### config.mk
export PLATFORM = sky130hd
export DESIGN_NAME = reg_file_2r1w
export DESIGN_NICKNAME = d
export VERILOG_FILES = /design/src/rtl/core_pkg.sv /design/src/rtl/reg_word.sv /design/src/rtl/reg_file_2r1w.sv
export SDC_FILE = /design/constraint.sdc
export NUM_CORES = 2
export LEC_CHECK = 0
export BUFFER_PORTS_ARGS = -buffer_cell sky130_fd_sc_hd__buf_2
export CAP_MARGIN = 20
export CORE_MARGIN = 4
export CORE_UTILIZATION = 37
export CTS_BUF_LIST = sky130_fd_sc_hd__clkbuf_2 sky130_fd_sc_hd__clkbuf_4 sky130_fd_sc_hd__clkbuf_8
export DETAILED_ROUTE_END_ITERATION = 16
export MAX_ROUTING_LAYER = met4
export PLACE_DENSITY_LB_ADDON = 0.05
export SKIP_LAST_GASP = 1
export SLEW_MARGIN = 30
export SYNTH_ARGS = -nofsm -noshare
export SYNTH_HDL_FRONTEND = slang
export SYNTH_SLANG_ARGS = --single-unit
### constraint.sdc
create_clock -name clk -period 2.7 [get_ports clk]
set_input_delay 0.405 -clock clk [delete_from_list [all_inputs] [get_ports clk]]
set_output_delay 0.405 -clock clk [all_outputs]
set_load 0.02 [all_outputs]
### src/rtl/core_pkg.sv
// Shared core constants and register-file types.
package core_pkg;

   localparam int XLEN  = 32;
   localparam int NREGS = 32;
   localparam int AW    = $clog2(NREGS);

   typedef logic [AW-1:0]   reg_idx_t;
   typedef logic [XLEN-1:0] xword_t;

endpackage

### src/rtl/reg_word.sv
// Single W-bit storage word with load enable and async active-low clear.
module reg_word #(
   parameter int W = 32
) (
   input  logic         clk,
   input  logic         n_rst,
   input  logic         en,
   input  logic [W-1:0] d,
   output logic [W-1:0] q
);

   // load d when enabled, otherwise hold; reset clears
   always_ff @(posedge clk or negedge n_rst) begin
      if (!n_rst)  q <= '0;
      else if (en) q <= d;
   end

endmodule

### src/rtl/reg_file_2r1w.sv
// Integer register file: NREGS x XLEN, one write port, two registered read
// ports with write-to-read forwarding and per-port stall. x0 is hardwired 0.
module reg_file_2r1w
   import core_pkg::*;
(
   input  logic     clk,
   input  logic     n_rst,
   input  logic     we,
   input  reg_idx_t waddr,
   input  xword_t   wdata,
   input  logic     ren_a,
   input  reg_idx_t raddr_a,
   output xword_t   rdata_a,
   output logic     rvalid_a,
   input  logic     ren_b,
   input  reg_idx_t raddr_b,
   output xword_t   rdata_b,
   output logic     rvalid_b
);

   xword_t           regs [NREGS];
   logic [NREGS-1:0] wen;
   xword_t           rd_next_a;
   xword_t           rd_next_b;

   // x0 has no storage; out-of-range indices never match any enable bit
   // so such writes fall on the floor
   always_comb begin
      wen = '0;
      for (int i = 1; i < NREGS; i++)
         wen[i] = we && (waddr == reg_idx_t'(i));
   end

   assign regs[0] = '0;

   for (genvar i = 1; i < NREGS; i++) begin : g_reg
      reg_word #(.W(XLEN)) u_word (
         .clk   (clk),
         .n_rst (n_rst),
         .en    (wen[i]),
         .d     (wdata),
         .q     (regs[i])
      );
   end

   // Read select: x0 and out-of-range read 0; a same-cycle write to the
   // index wins over the stored (stale) value.
   function automatic xword_t rd_sel(input reg_idx_t ra, input logic w_en,
                                     input reg_idx_t wa, input xword_t wd,
                                     input xword_t stored);
      if (ra == '0 || 32'(ra) >= NREGS) return '0;
      else if (w_en && wa == ra)        return wd;
      else                              return stored;
   endfunction

   // per-port next read data
   always_comb begin
      rd_next_a = rd_sel(raddr_a, we, waddr, wdata, regs[raddr_a]);
      rd_next_b = rd_sel(raddr_b, we, waddr, wdata, regs[raddr_b]);
   end

   // read data holds while the port is stalled (ren low)
   reg_word #(.W(XLEN)) u_rd_a (
      .clk   (clk),
      .n_rst (n_rst),
      .en    (ren_a),
      .d     (rd_next_a),
      .q     (rdata_a)
   );

   reg_word #(.W(XLEN)) u_rd_b (
      .clk   (clk),
      .n_rst (n_rst),
      .en    (ren_b),
      .d     (rd_next_b),
      .q     (rdata_b)
   );

   // valid flags mark the cycle after an accepted read
   always_ff @(posedge clk or negedge n_rst) begin
      if (!n_rst) begin
         rvalid_a <= 1'b0;
         rvalid_b <= 1'b0;
      end else begin
         rvalid_a <= ren_a;
         rvalid_b <= ren_b;
      end
   end

endmodule

==> results by group <==
Cells and area
  • Layout cells sized above 1: 51.3%
  • Design area: 66,400 sq um
  • Nets: 4,309
  • Syn-to-layout area delta: 18.0%
  • Filler cell count in the final layout: 13,813
  • Area of the multi-input gates: 28,000 sq um
  • Commonest cells after routing, fill and taps aside: 1,058 x dfrtp_1, 1,009 x mux2_2, 371 x mux4_2, 256 x clkbuf_8, 218 x buf_4
  • Reg area: 26,500 sq um
  • Most common cell after layout, fill and taps aside: dfrtp_1

Critical path
  • Worst setup SP type: input pin
  • Buf/Inv on CP: 4
  • Kind of critical path: input pin to flop
  • Worst Path Required: 3560 ps
  • Crit Path Max Fanout: 14
  • CP Capture Type: flop
  • Worst EP arrival: 3330 ps
  • Delay-heaviest family, CP: buffers and inverters
  • CP Cell Sequence: dlygate4sd3_1, buf_2, or3_1, o31a_1, buf_12, o21ai_0, a2111oi_0, nand4b_1, dlygate4sd3_1
  • Crit-path most repeated cell: dlygate4sd3_1
  • Critical path's slowest cell: dlygate4sd3_1
  • Largest stage delay, worst path: 540 ps

Synth
  • Main synth FF type: dfrtp_1
  • Cells after synthesis: 4,014
  • Register area share after synthesis: 47.1%
  • Post-synthesis xor/xnor area fraction: 0.156%
  • Main combinational cell family by area after synthesis: multiplexers
  • Avg Inst Size Synth: 14.0 sq um
  • Yosys reg bits: 1,058
  • Mapped cell area: 56,300 sq um
  • Adder-Cell Fraction of Synth Area: 0%
  • Multiplexer share of the synthesized area: 39.1%
  • FFs w/ async S/R, synth: 100%
  • Simple-gate share of the synthesized area: 3.12%
  • Ys Warns: 0
  • Synth Area in Compound Gates: 6.90%
  • EDFF count, synth: 0
  • Distinct cells, synth: 59
  • Mapped Nets: 4,066

Die
  • Die span in x: 398 um
  • Die height: 398 um
  • Core outline area: 150,000 sq um
  • Top Ports: 118
  • Initial Util: 37.4%
  • Die area: 158,000 sq um
  • Number of core rows: 142

Outcome
  • Status: complete, no violations

GRT
  • Number of global-route vias before repair: 40,104
  • First-pass GRT wire length: 325 mm
  • Aggregate global-route resource usage: 29.9%
  • GRT overflow: 0
  • Largest net degree at the start of global routing: 75
  • Number of antenna violations at the first check in global routing: 21

Power and ir drop
  • Sequential Power Share: 44.2%
  • P_sw: 14.2 mW
  • Max IR drop VDD: 498 uV
  • Leak: 29.1 nW
  • Switch share: 29.4%
  • Gate power share: 20.8%
  • Power per cell area: 728 nW/um^2
  • Clock share of power: 35.1%
  • Internal power: 34.2 mW
  • Final Power: 48.3 mW

STA
  • Period utilisation layout: 91.5%
  • Tmin final: 2470 ps
  • Setup Skew: 44.8 ps
  • Endpoints failing setup: 0
  • Pins Over Slew Limit: 0
  • Fmax: 405 MHz
  • Final hold vios: 0
  • Setup ws final: 230 ps
  • Worst-Margin Slew: 876 ps
  • Relative slew slack: 41.6%
  • RSZ-0062 raised after global routing: no

Place
  • Placed cell areas: 62,000 sq um
  • Pre-CTS setup slack: 37.1 ps
  • DP Wirelength: 147 mm
  • Placer Congestion: 0.827
  • Port bufs: 117

Detailed routing
  • DR WL/cell: 35.6 um
  • WL final: 229 mm
  • Drt initial violations: 3,191
  • Total vias in the final route: 39,331
  • Avg Vias per Cell: 6.10
  • DRC viols: 0
  • Met2 wire length: 107 mm
  • Metal3 WL: 12.5 mm
  • DRT Pass-1 Iters: 7
  • DR top layer: met4
  • Met1 WL: 104 mm
  • Antenna viol nets, final: 0

Clock tree
  • CTS Buffer Depth: 3
  • CTS root buffer: clkbuf_8
  • CTS H-tree depth: 4
  • CTS buffer count: 198
  • Postcts setup bufs: 0
  • Worst-Skew Late Latency: 930 ps
  • Clk pin slew, worst setup/hold paths: 60 ps
  • CTS tree: built
  • Clock Sinks: 1,058

Job
  • Max Cap Viol: 0

Min path
  • Hold Path Class: input pin to flop
## synth_stat cells, types with 9 or more instances
library cell,instances,area (sq um)
mux2i_1,215,2150
dfrtp_1,1058,26500
o311ai_0,23,201
mux4_2,371,8360
or3_1,10,62.6
a22oi_1,92,691
nand2_1,137,514
a22o_1,55,482
nor4_1,14,87.6
nand4_1,15,93.8
a32o_1,14,140
a221oi_1,9,78.8
nor2_1,88,330
o31a_1,10,87.6
buf_2,155,776
mux2_1,10,113
o221ai_1,24,210
clkbuf_1,208,781
o311a_1,9,90.1
o22ai_1,55,344
buf_6,10,113
mux2_2,1009,11400
buf_1,24,90.1
buf_4,30,225
xnor2_1,10,87.6
nand2b_1,9,56.3
a21o_1,15,113
a21oi_1,78,390
nand3_1,18,90.1
a32oi_1,22,193
and3_1,18,113
nor2b_1,31,194
a211oi_1,31,233
o21ai_0,61,305
## metrics by stage
| step | utilization [%] | hold slack [ps] | instances | setup TNS [ps] |
|---|---|---|---|---|
| floorplan | - | 109 | 4014 | 0 |
| global placement | 41.1 | 409 | 6063 | -1.59 |
| detailed placement | 41.2 | 402 | 6065 | 0 |
| CTS | 44.1 | 8.35 | 6435 | 0 |
| global route | 44.1 | 71.8 | 6446 | 0 |
| finish | 44.1 | 112 | 6452 | 0 |
## repair_timing
action / CTS / global route
hold endpoints to repair: 689 / 0
hold buffers: 8 / 0
endpoints found under the setup margin: 0 / 0
resized for setup: 0 / 0
## sequential cells by signal, summed over array words and instances, names as in the netlist
register	cells
rvalid_b	1
rvalid_a	1
u_rd_b.q	32
u_rd_a.q	32
g.u_word.q	992
## layer usage
metal | GRT usage, % | up-vias
met5 | - | -
met4 | 7.64 | 0
met3 | 4.77 | 337
met2 | 45.9 | 1237
met1 | 41.5 | 21719
li1 | - | 16038
## final cells by class
type	instances	share of cell area (%)
multi-input cells	2517	42.2
flip-flops and latches	1058	39.9
repair buffers	473	7.56
clock buffers	335	6.19
well taps	2016	3.80
clock inverters	27	0.300
diodes	17	0.0641
inverters	9	0.0509
## logic make-up after synthesis
logic type             after synthesis
multiplexers                      1605
AND/OR/NAND/NOR                    368
flip-flops                        1058
buffers and inverters              439
XOR/XNOR                            10
AO/OA/AOI/OAI                      534
## tightest hold or removal path: cells and delay by family
| family | cells | cell delay [ps] |
|---|---|---|
| AO/OA/AOI/OAI | 1 | 110 |
| buffers and inverters | 1 | 290 |
| AND/OR/NAND/NOR | 1 | 170 |
## power by group through the flow
stage,combinational (mW),clock (mW),sequential (mW)
after floorplan,6.93,0,20.8
after global placement,9.89,0,21.5
after detailed placement,10.0,0,21.6
after CTS,10.1,17.4,21.3
after global routing,10.7,18.1,21.7
final,10.0,17.0,21.4
## final timing paths
kind                                             start                      to  slack (ps)  cells after the start
max in group asynchronous                        n_rst   g_reg[8].u_word.q[23]        1790                      4
min in group asynchronous                        n_rst  g_reg[15].u_word.q[24]         280                      3
worst min-delay path                         wdata[18]            u_rd_b.q[18]         110                      3
worst min register to register   g_reg[6].u_word.q[16]   g_reg[6].u_word.q[16]         500                      2
worst max register to register  g_reg[26].u_word.q[14]            u_rd_a.q[14]         510                      6
worst max-delay path                        raddr_a[3]            u_rd_a.q[14]         230                      9
No activity file was read; power rests on OpenSTA's default activity.
